`config.mk`:
```
export PLATFORM = sky130hd
export DESIGN_NAME = rr_arbiter8
export DESIGN_NICKNAME = d
export VERILOG_FILES = /design/src/rtl/rr_arbiter8.sv
export SDC_FILE = /design/constraint.sdc
export NUM_CORES = 1
export LEC_CHECK = 0
export CAP_MARGIN = 25
export CORE_MARGIN = 5
export CORE_UTILIZATION = 55
export DETAILED_ROUTE_END_ITERATION = 12
export HOLD_SLACK_MARGIN = 0.02
export PLACE_DENSITY = 0.79
export SLEW_MARGIN = 10
export SYNTH_ARGS = -nofsm -noshare
export SYNTH_HDL_FRONTEND = slang
export SYNTH_SLANG_ARGS = --single-unit
```
`constraint.sdc`:
```
create_clock -name clk -period 3.51 [get_ports clk]
set_clock_uncertainty 0.2 [all_clocks]
set_input_delay 0.5265 -clock clk [delete_from_list [all_inputs] [get_ports clk]]
set_output_delay 0.5265 -clock clk [all_outputs]
set_load 0.02 [all_outputs]
```
`src/rtl/rr_arbiter8.sv`:
```
// Eight-way round-robin arbiter with a registered grant index, its one-hot
// decode, and an optional per-owner hold limit.
module rr_arbiter8 #(
    parameter int MAX_HOLD = 16,
    parameter int HOLD_W   = 8
) (
    input  logic       clk,
    input  logic       rst,
    input  logic [7:0] req,
    output logic [7:0] gnt,
    output logic [2:0] gnt_idx,
    output logic       gnt_valid,
    output logic       gnt_new
);

    typedef enum logic {IDLE, BUSY} state_t;

    localparam logic [HOLD_W-1:0] HOLD_LAST = (MAX_HOLD == 0) ? '0 : HOLD_W'(MAX_HOLD - 1);

    state_t            state, state_nx;
    logic [2:0]        ptr, ptr_nx, idx_nx;
    logic [HOLD_W-1:0] hold_cnt, hold_nx;
    logic              new_nx;
    logic              release_now;

    // First requester found scanning upward from start, wrapping modulo 8.
    function automatic logic [2:0] win(input logic [7:0] r, input logic [2:0] start);
        logic [2:0] c;
        logic       hit;
        win = start;
        hit = 1'b0;
        for (int i = 0; i < 8; i++) begin
            c = start + 3'(i);
            if (!hit && r[c]) begin
                win = c;
                hit = 1'b1;
            end
        end
    endfunction

    always_comb begin
        state_nx    = state;
        ptr_nx      = ptr;
        idx_nx      = gnt_idx;
        hold_nx     = hold_cnt;
        new_nx      = 1'b0;
        release_now = 1'b0;
        case (state)
            IDLE: begin
                if (|req) begin
                    state_nx = BUSY;
                    idx_nx   = win(req, ptr);
                    hold_nx  = '0;
                    new_nx   = 1'b1;
                end
            end
            BUSY: begin
                release_now = !req[gnt_idx] || ((MAX_HOLD != 0) && (hold_cnt == HOLD_LAST));
                if (hold_cnt != '1) begin
                    hold_nx = hold_cnt + 1'b1;
                end
                if (release_now) begin
                    // The outgoing owner is scanned last, so a timed-out sole
                    // requester gets re-granted with a fresh hold count.
                    ptr_nx = gnt_idx + 3'd1;
                    if (|req) begin
                        idx_nx  = win(req, gnt_idx + 3'd1);
                        hold_nx = '0;
                        new_nx  = 1'b1;
                    end else begin
                        state_nx = IDLE;
                        idx_nx   = '0;
                        hold_nx  = '0;
                    end
                end
            end
            default: state_nx = IDLE;
        endcase
    end

    always_ff @(posedge clk) begin
        if (rst) begin
            state     <= IDLE;
            ptr       <= '0;
            hold_cnt  <= '0;
            gnt_idx   <= '0;
            gnt       <= '0;
            gnt_valid <= 1'b0;
            gnt_new   <= 1'b0;
        end else begin
            state     <= state_nx;
            ptr       <= ptr_nx;
            hold_cnt  <= hold_nx;
            gnt_idx   <= idx_nx;
            gnt_valid <= (state_nx == BUSY);
            gnt       <= (state_nx == BUSY) ? (8'h01 << idx_nx) : 8'h00;
            gnt_new   <= new_nx;
        end
    end

endmodule

```
==> results of run 1 <==
-- cell families (layout without fill, tap and decap cells) --
group,count (synthesis),after routing,share of synthesized area (%)
flip-flops,24,24,15.0
adder cells (fa/ha/maj),5,5,1.95
AO/OA/AOI/OAI,59,59,14.1
XOR/XNOR,17,17,5.82
AND/OR/NAND/NOR,137,137,22.0
multiplexers,63,63,34.5
buffers and inverters,39,107,6.60
-- report_power, final --
group | internal, mW | switching [mW] | leakage, nW | total, mW
Sequential | 0.327 | 0.0448 | 0.196 | 0.371
Combinational | 1.54 | 1.58 | 1.36 | 3.12
Clock | 0.0765 | 0.0741 | 0.0216 | 0.151
-- synth_stat cells, types with 9 or more instances --
master | n | area share [%]
mux4_1 | 13 | 11
clkbuf_1 | 13 | 1.5
nand2_1 | 28 | 3.3
mux4_2 | 20 | 14
nand2b_1 | 9 | 1.8
a21oi_1 | 13 | 2.0
nor2_1 | 37 | 4.3
mux2_2 | 11 | 3.9
dfxtp_1 | 24 | 15
nor3_1 | 18 | 2.8
nand3_1 | 9 | 1.4
mux2i_1 | 19 | 5.9
-- cells in the final DEF (no fill, tap or decap), types with 6 or more instances in the layout --
master,n
mux2i_2,6
xor2_1,6
dfxtp_1,23
nand2b_1,8
nor3_2,7
xnor2_1,8
clkdlybuf4s50_1,17
mux4_1,12
a21oi_1,13
mux2_2,10
nand2_1,26
buf_4,71
mux4_2,21
nor2_1,37
nand3_1,9
nor3_1,11
mux2i_1,13
-- worst max-delay path by stage --
stage,end,slack [ps],cells past startpoint
3_5_place_dp,gnt[6],-340,12
4_1_cts,gnt[6],4,12
2_1_floorplan,gnt[2],2,14
5_1_grt,gnt[5],-50,12
6_report,gnt[5],40,12
3_3_place_gp,gnt[6],-300,12
-- per-layer routing --
metal  vias up  wire (microns)
li1       1460               -
met1      1580            4000
met2       163            4640
met3        25             673
met4         0             184
met5         -               0
-- state kept, by name, summed over array words and instances (netlist names) --
signal and flops:
gnt 8, hold_cnt 8, gnt_idx 3, ptr 3, gnt_new 1, state 1
-- worst reg2reg max path: stages (launching register included) --
cell	delay, ps
dfxtp_1	330
inv_1	90
ha_4	330
buf_4	160
mux2_2	330
mux4_2	490
or3_4	360
nor4_2	180
nor4_2	90
buf_4	160
a311oi_4	270
nand2_2	180
nor3_2	170
-- cell type report --
cell class,count,share of cell area (%)
well taps,72,2.16
inverters,6,0.541
multi-input cells,281,65.2
flip-flops and latches,24,11.6
clock buffers,3,0.991
repair buffers,98,19.5
-- per-stage QoR --
stage | setup TNS (ps) | cells
after floorplan | 0 | 344
after global placement | -2420 | 477
after detailed placement | -3180 | 477
after CTS | 0 | 480
after global routing | -306 | 484
final | 0 | 484
-- repair_timing --
| item | CTS | global route |
|---|---|---|
| endpoints found under the setup margin | 8 | 10 |
| pin swaps | 0 | 9 |
| hold buffers | 0 | 0 |
| gates resized for setup | 10 | 45 |
| setup buffers | 0 | 4 |
==> flow_summary.yaml, run 1 <==
synth:
  synthesis.area_sq_um: 3200
  synth-main-ff-cell: "dfxtp_1"
  ys_warn_count: 0
  syn-num-nets: 359
  synth_edf_count: 0
  ys_seq_area_share_pct: 15.0
  ys_seq_elements: 24
  syn_inst: 344
  yosys.cell_types.count: 67
  syn_avg_cell_area_sq_um: 9.31
  async_flop_share_pct: 0
sta:
  slew_violations: 0
  relSlewSlack_pct: 64.3
  worst_slack_ps: 42.5
  setup_viol: 0
  hold_viol_final: 0
  hold_slack_ps: 347
  period_share_pct: 98.8
  fmaxAchievable_mhz: 288
  period_needed_ps: 3470
  worstMarginPinSlew_ps: 535
grt:
  met2_usage_pct: 39.3
  antenna_found_initial: 0
  overflow: 0
  track_usage_pct: 24.1
  grt_pass1_vias: 2974
  grt_pass1_wl_mm: 14.6
  use_met1_pct: 33.3
  grt_util_met3_pct: 3.90
  busiest_layer: "met2"
  grt_max_degree: 24
final_layout:
  ff_latch_area_sq_um: 482
  nNetsFinal: 429
  drive_gt1_share_pct: 38.6
  final_util_pct: 74.7
  multi_input_area_sq_um: 2720
  area.growth.synth_to_final_pct: 30.0
  antenna_cells: 0
  fillers: 366
  final_area_sq_um: 4170
setup_path:
  critPathBufInv: 3
  cp_top_family: "multiplexers"
  critical_path.startpoint_type: "input port"
  worst-endpoint-required_ps: 3440
  r2r_cells: 12
  crit_arrival_ps: 3400
  r2r_start: "ptr[1]"
  cpMaxStageDelayCell: "mux4_2"
  path_common_cell: "buf_4"
  worstSetupEndpointType: "flop"
  worst-path-max-fanout: 11
  crit_type: "input port to flop"
  worstReg2RegEnd: "gnt[1]"
  regToRegSetupSlack_ps: 80
  max_stage_delay_ps: 520
  startpoint: "req[5]"
  worstPathCellList: "clkdlybuf4s50_1, buf_4, buf_4, mux4_2, mux2i_1, nand2b_1, nand3_1, a211oi_2, xnor2_1, and3_4, a211oi_4, nor3_1"
die:
  design.portCount: 23
  coreArea_sq_um: 5570
  start_util_pct: 57.5
  die_area_sq_um: 7450
  die_width_microns: 86.3
  die_y_microns: 86.3
  fp-row-count: 27
pwr:
  peakVddDrop_v: 0.000543
  power_per_cell_area_nw_per_um2: 874
  power_mw: 3.64
  power.leakage_nw: 1.58
route:
  finalWirelength_mm: 9.50
  dr_total_vias: 3228
  vias_per_cell: 6.67
  antenna_left: 0
  drtIter0Drc: 253
  dr.pass1.iters: 5
  drc: 0
  wire_per_inst_microns: 19.6
job:
  drv_cap: 0
cts:
  clk_latency_ps: 260
  cts.clk_slew.worst_paths_ps: 70
  cts_root_buf: "clkbuf_8"
  cts_max_level: 1
  clock_sinks: 24
  cts_tree: "built"
  numCtsBuffers: 3
  clockBufferDepth: 2
worst_hold_path:
  min_to: "hold_cnt[0]"
  hold_start: "hold_cnt[0]"
  min_path_cells: 2
  hold_class: "flop to flop"
placement:
  place_ws_ps: -341
  dpl_cell_area_sq_um: 3880
  port_buffers: 22
  gp_congestion: 0.976
  dpl.hpwl_mm: 6.83
run_status:
  outcome: "completed"
No activity file was read; power rests on OpenSTA's default activity.
==> inputs of run 2 (changes only) <==
--- a/config.mk
+++ b/config.mk
@@ -5,12 +5,13 @@
 export SDC_FILE = /design/constraint.sdc
 export NUM_CORES = 1
 export LEC_CHECK = 0
+export ABC_AREA = 1
 export CAP_MARGIN = 25
 export CORE_MARGIN = 5
-export CORE_UTILIZATION = 55
+export CORE_UTILIZATION = 45
 export DETAILED_ROUTE_END_ITERATION = 12
 export HOLD_SLACK_MARGIN = 0.02
-export PLACE_DENSITY = 0.79
+export PLACE_DENSITY = 0.68
 export SLEW_MARGIN = 10
 export SYNTH_ARGS = -nofsm -noshare
 export SYNTH_HDL_FRONTEND = slang
==> run 2 against run 1 <==
  * Cell area fell by 29%
  * Synthesized cell count rose by 33%
  * Largest cell class unchanged
  * Utilization fell by 22 points
  * Critical path type is now flop to flop
==> flow_summary.yaml, run 2 <==
synth:
  synth_edf_count: 0
  syn_avg_cell_area_sq_um: 5.68
  synth-main-ff-cell: "dfxtp_1"
  synth.area.top_cells: "nand2_1 (26%), dfxtp_1 (18%), nand3_1 (10%), inv_1 (6.6%), nor2_1 (5.8%)"
  syn-num-nets: 473
  synth_most_common_cell: "nand2_1"
  ys_seq_area_share_pct: 18.5
  synthTopCellsByCount: "nand2_1 (179), nand3_1 (54), inv_1 (46), nor2_1 (40), dfxtp_1 (24)"
  ys_seq_elements: 24
  async_flop_share_pct: 0
  synth_top_area_share_pct: 25.8
  yosys.cell_types.count: 38
  ys_warn_count: 0
  yosysTopAreaCell: "nand2_1"
  synthesis.area_sq_um: 2600
  syn_inst: 458
sta:
  setup_viol: 0
  relSlewSlack_pct: 60.8
  slew_violations: 0
  period_share_pct: 87.9
  fmaxAchievable_mhz: 324
  period_needed_ps: 3080
  hold_viol_final: 0
  tns_ps: 0
  worstMarginPinSlew_ps: 584
  rsz0062_at_grt: "no"
grt:
  busiest_layer: "met2"
  met2_usage_pct: 33.0
  grt_pass1_wl_mm: 11.8
  grt_pass1_vias: 2629
  use_met1_pct: 25.3
  antenna_found_initial: 0
  grt_util_met3_pct: 2.02
  overflow: 0
  grt_max_degree: 20
  track_usage_pct: 18.9
die:
  start_util_pct: 46.6
  fp-row-count: 27
  coreArea_sq_um: 5570
  die_area_sq_um: 7400
  die_y_microns: 86.0
  design.portCount: 23
  die_width_microns: 86.0
cts:
  cts.clk_slew.worst_paths_ps: 90
  clockBufferDepth: 2
  numCtsBuffers: 3
  cts_tree: "built"
  post_cts_resize_count: 0
  cts_max_level: 1
  clock_sinks: 24
  cts_root_buf: "clkbuf_8"
  postCtsSetupRepairBufs: 0
  hold_buffers: 0
  clk_latency_ps: 270
setup_path:
  worst-path-max-fanout: 18
  crit_type: "flop to flop"
  worstSetupEndpointType: "flop"
  regToRegSetupSlack_ps: 430
  critical_path.startpoint_type: "flop"
  worst-endpoint-required_ps: 3480
  crit_arrival_ps: 3050
final_layout:
  final_cells: 551
  drive_gt1_share_pct: 10.4
  final_common_cell: "nand2_1"
  area.growth.synth_to_final_pct: 13.2
  antenna_cells: 0
  mostFrequentLayoutCells: "nand2_1 (179), nand3_1 (54), inv_1 (45), nor2_1 (40), dfxtp_1 (23)"
  largestRegisters: "gnt (8), hold_cnt (8)"
  fillers: 613
  nNetsFinal: 495
route:
  antenna_left: 0
  drc: 0
  finalWirelength_mm: 6.59
  vias_per_cell: 5.04
  dr.pass1.iters: 5
  wire_per_inst_microns: 12.0
  dr_total_vias: 2778
  drtIter0Drc: 166
pwr:
  peakVddDrop_v: 0.000406
  power_per_cell_area_nw_per_um2: 854
  power.leakage_nw: 1.45
job:
  drv_cap: 0
placement:
  port_buffers: 22
  dp_cells: 547
  dpl.hpwl_mm: 5.37
  gp_congestion: 0.852
worst_hold_path:
  hold_class: "flop to flop"
run_status:
  outcome: "completed"
[run 2: cell types whose count changed after synthesis, sizes merged, moves of 6 or more]
cell / previous run / this run
mux2: 11 / 0
mux4: 33 / 0
nand2b: 9 / 0
nor2: 37 / 46
nand2: 28 / 190
clkbuf: 16 / 1
inv: 6 / 53
nor3: 18 / 5
nand4: 3 / 9
mux2i: 19 / 0
o21ai: 8 / 19
buf: 17 / 8
a211oi: 7 / 1
nand3: 10 / 63
[run 2: path summary, 6_finish.rpt]
path / cells after the start / end / startpoint
min: 2 / hold_cnt[3] / hold_cnt[3]
max reg2reg: 23 / gnt[5] / gnt_idx[0]
max: 23 / gnt[5] / gnt_idx[0]
min reg2reg: 2 / hold_cnt[3] / hold_cnt[3]
[run 2: critical path: stages, from the launching register on]
cell and delay [ps]:
dfxtp_1 390, inv_4 110, ha_2 470, inv_2 140
nand2_1 90, nand2_1 110, nand2_1 90, nand2_1 70
inv_1 80, nand2_1 50, nand2_1 100, nand3_2 110
nor2_4 140, nand4_1 140, inv_1 80, nand2_1 40
nand2_1 60, nand2_1 50, nand2_1 50, nand2_1 50
nand2_1 110, nand2_1 70, nand2_1 120, nor2_1 60
[run 2: cells by family after synthesis]
group | synth area share [%]
AO/OA/AOI/OAI | 10.3
XOR/XNOR | 2.65
adder cells (fa/ha/maj) | 2.41
buffers and inverters | 10.7
flip-flops | 18.5
AND/OR/NAND/NOR | 55.5
[run 2: where the power goes]
| part | leakage, nW | internal (mW) | switching [mW] |
|---|---|---|---|
| Sequential | 0.196 | 0.327 | 0.0542 |
| Clock | 0.0357 | 0.152 | 0.0873 |
| Combinational | 1.21 | 0.631 | 1.26 |
| Total | 1.45 | 1.11 | 1.40 |
[run 2: per-layer routing]
metal | wire length, microns | vias up
met4 | 24 | 0
met2 | 3180 | 41
met1 | 3190 | 1222
met5 | 0 | -
met3 | 199 | 2
li1 | - | 1513
[run 2: stage by stage]
stage               instance area, sq um  util [%]  setup slack (ps)  hold slack, ps  total power, mW
finish                              2940      52.8               425             293             2.52
global route                        2940      52.8              37.0             309             2.81
CTS                                 2940      52.7               107             290             2.51
detailed placement                  2870      51.4               123             277             2.26
global placement                    2870      51.4               149             277             2.26
floorplan                           2600         -               531             259             1.88
[run 2: layout make-up]
class                      count  area (sq um)  share of cell area, %
clock buffer                   3          41.3                   1.40
clock inverter                 1          30.0                   1.02
inverter                      53           204                   6.93
multi-input combinational    372          1850                   62.7
sequential                    24           482                   16.4
tap                           72          90.1                   3.06
timing repair buffer          26           250                   8.50
==> inputs of run 3 (changes only) <==
--- a/config.mk
+++ b/config.mk
@@ -8,10 +8,11 @@
 export ABC_AREA = 1
 export CAP_MARGIN = 25
 export CORE_MARGIN = 5
-export CORE_UTILIZATION = 45
+export CORE_UTILIZATION = 50
+export CTS_BUF_LIST = sky130_fd_sc_hd__clkbuf_8 sky130_fd_sc_hd__clkbuf_16
 export DETAILED_ROUTE_END_ITERATION = 12
 export HOLD_SLACK_MARGIN = 0.02
-export PLACE_DENSITY = 0.68
+export PLACE_DENSITY = 0.72
 export SLEW_MARGIN = 10
 export SYNTH_ARGS = -nofsm -noshare
 export SYNTH_HDL_FRONTEND = slang
==> constraint.sdc (replaced) <==
create_clock -name clk -period 3.7 [get_ports clk]
set_clock_uncertainty 0.2 [all_clocks]
set_input_delay 0.555 -clock clk [delete_from_list [all_inputs] [get_ports clk]]
set_output_delay 0.555 -clock clk [all_outputs]
set_load 0.02 [all_outputs]
==> run 3 against run 2 <==
  * Flip-flop and latch count stayed put
  * Global-route usage increased by 1.6 points
  * Critical endpoint is now gnt[6]
  * Critical path depth shrank 5
  * First-iteration DRC count fell by 16%
  * Sequential power decreased by 5.8%
  * Critical path type unchanged
  * Setup slack got worse by 66 ps
  * Via count is 2.8% higher
==> flow_summary.yaml, run 3 (synthesized netlist as in run 2, its figures left out) <==
cts:
  cts_tree: "built"
  hold_buffers: 0
  cts_root_buf: "clkbuf_8"
  cts.clk_slew.worst_paths_ps: 90
  numCtsBuffers: 3
  cts_max_level: 1
  post_cts_resize_count: 0
  clock_sinks: 24
  clk_latency_ps: 260
  postCtsSetupRepairBufs: 0
  clockBufferDepth: 2
grt:
  grt_max_degree: 20
  grt_pass1_wl_mm: 11.2
  track_usage_pct: 20.5
  grt_pass1_vias: 2505
  antenna_found_initial: 0
  overflow: 0
job:
  drv_cap: 0
route:
  dr_total_vias: 2855
  wire_per_inst_microns: 12.1
  antenna_left: 0
  vias_per_cell: 5.21
  finalWirelength_mm: 6.63
  drtIter0Drc: 139
  dr.pass1.iters: 4
  drc: 0
die:
  die_width_microns: 82.1
  coreArea_sq_um: 5070
  die_y_microns: 82.1
  die_area_sq_um: 6740
  fp-row-count: 26
  design.portCount: 23
  start_util_pct: 51.2
setup_path:
  worstPathCellList: "inv_4, ha_1, inv_1, nand3_1, nand3_1, nand2_4, nor2_8, nand3_4, nor2_4, nand3_1, o21ai_1, inv_1, nand2_1, nand2_2, a21oi_4, nand2_1, nand2_1, nor2_1"
  worst-path-max-fanout: 13
  r2r_cells: 18
  r2r_start: "ptr[0]"
  crit_type: "flop to flop"
  critical_path.startpoint_type: "flop"
  worstReg2RegEnd: "gnt[6]"
  crit_arrival_ps: 3310
  cpMaxStageDelayCell: "dfxtp_1"
  max_stage_delay_ps: 570
  worstSetupEndpointType: "flop"
  worst-endpoint-required_ps: 3670
  regToRegSetupSlack_ps: 360
pwr:
  power_per_cell_area_nw_per_um2: 814
  power_mw: 2.38
  peakVddDrop_v: 0.000358
  power.leakage_nw: 1.44
sta:
  relSlewSlack_pct: 59.7
  setup_viol: 0
  slew_violations: 0
  period_needed_ps: 3340
  rsz0062_at_grt: "no"
  period_share_pct: 90.3
  worstMarginPinSlew_ps: 600
  fmaxAchievable_mhz: 299
  tns_ps: 0
  hold_slack_ps: 302
  hold_viol_final: 0
worst_hold_path:
  min_to: "hold_cnt[3]"
  min_path_cells: 2
  hold_class: "flop to flop"
  hold_start: "hold_cnt[3]"
placement:
  dpl.hpwl_mm: 5.34
  port_buffers: 22
  gp_congestion: 0.979
final_layout:
  antenna_cells: 0
  largestRegisters: "gnt (8), hold_cnt (8)"
  mostFrequentLayoutCells: "nand2_1 (179), nand3_1 (54), inv_1 (46), nor2_1 (40), dfxtp_1 (24)"
  area.growth.synth_to_final_pct: 12.6
  fillers: 533
  nNetsFinal: 494
  drive_gt1_share_pct: 9.41
  final_common_cell: "nand2_1"
run_status:
  outcome: "completed"
run 3: cell count changes in the layout (fill, tap and decap cells not counted), sizes merged:
| cell | before | now |
|---|---|---|
| buf | 4 | 3 |
run 3: worst max-delay path by stage:
stage | slack (ps) | end | startpoint | depth (start not counted)
2_1_floorplan | 720 | gnt[4] | gnt_idx[0] | 25
3_3_place_gp | 410 | gnt[7] | ptr[0] | 18
3_5_place_dp | 360 | gnt[6] | ptr[0] | 18
4_1_cts | 350 | gnt[6] | ptr[0] | 18
5_1_grt | 60 | gnt[7] | ptr[0] | 18
6_report | 360 | gnt[6] | ptr[0] | 18
run 3: worst max-delay path, delay by kind of cell (launching register included):
family          cells  cell delay (ps)
fa+ha+maj           1              430
compound gates      2              280
buf+inv             3              430
simple gates       12             1320
flops               1              570
run 3: per-stage QoR:
stage,utilization (%),worst slack (ps),cells,instance area (sq um)
after floorplan,-,721,458,2600
after global placement,56.3,413,544,2860
after detailed placement,56.3,360,544,2860
after CTS,57.7,346,548,2930
after global routing,57.7,56.1,548,2930
final,57.7,360,548,2930
run 3: power by group:
part           switching, mW  internal, mW  total [mW]
logic                   1.20         0.593        1.79
clock network         0.0849         0.145       0.229
registers             0.0490         0.310       0.359
total                   1.34          1.05        2.38
run 3: final cells by class:
type / instances / area [sq um] / share of cell area, %
clock buffer: 3 / 41.3 / 1.41
clock inverter: 1 / 30.0 / 1.03
multi-input combinational: 372 / 1840 / 62.9
tap: 70 / 87.6 / 2.99
inverter: 53 / 204 / 6.97
timing repair buffer: 25 / 243 / 8.29
sequential: 24 / 480 / 16.4
run 3: routing by layer:
metal | wire [microns] | GRT usage, % | share of wire (%)
met5 | 0 | 0 | 0
met1 | 3260 | 27.8 | 49
met4 | 14 | 1.50 | 0.21
met3 | 149 | 2.71 | 2.2
met2 | 3200 | 35.9 | 48
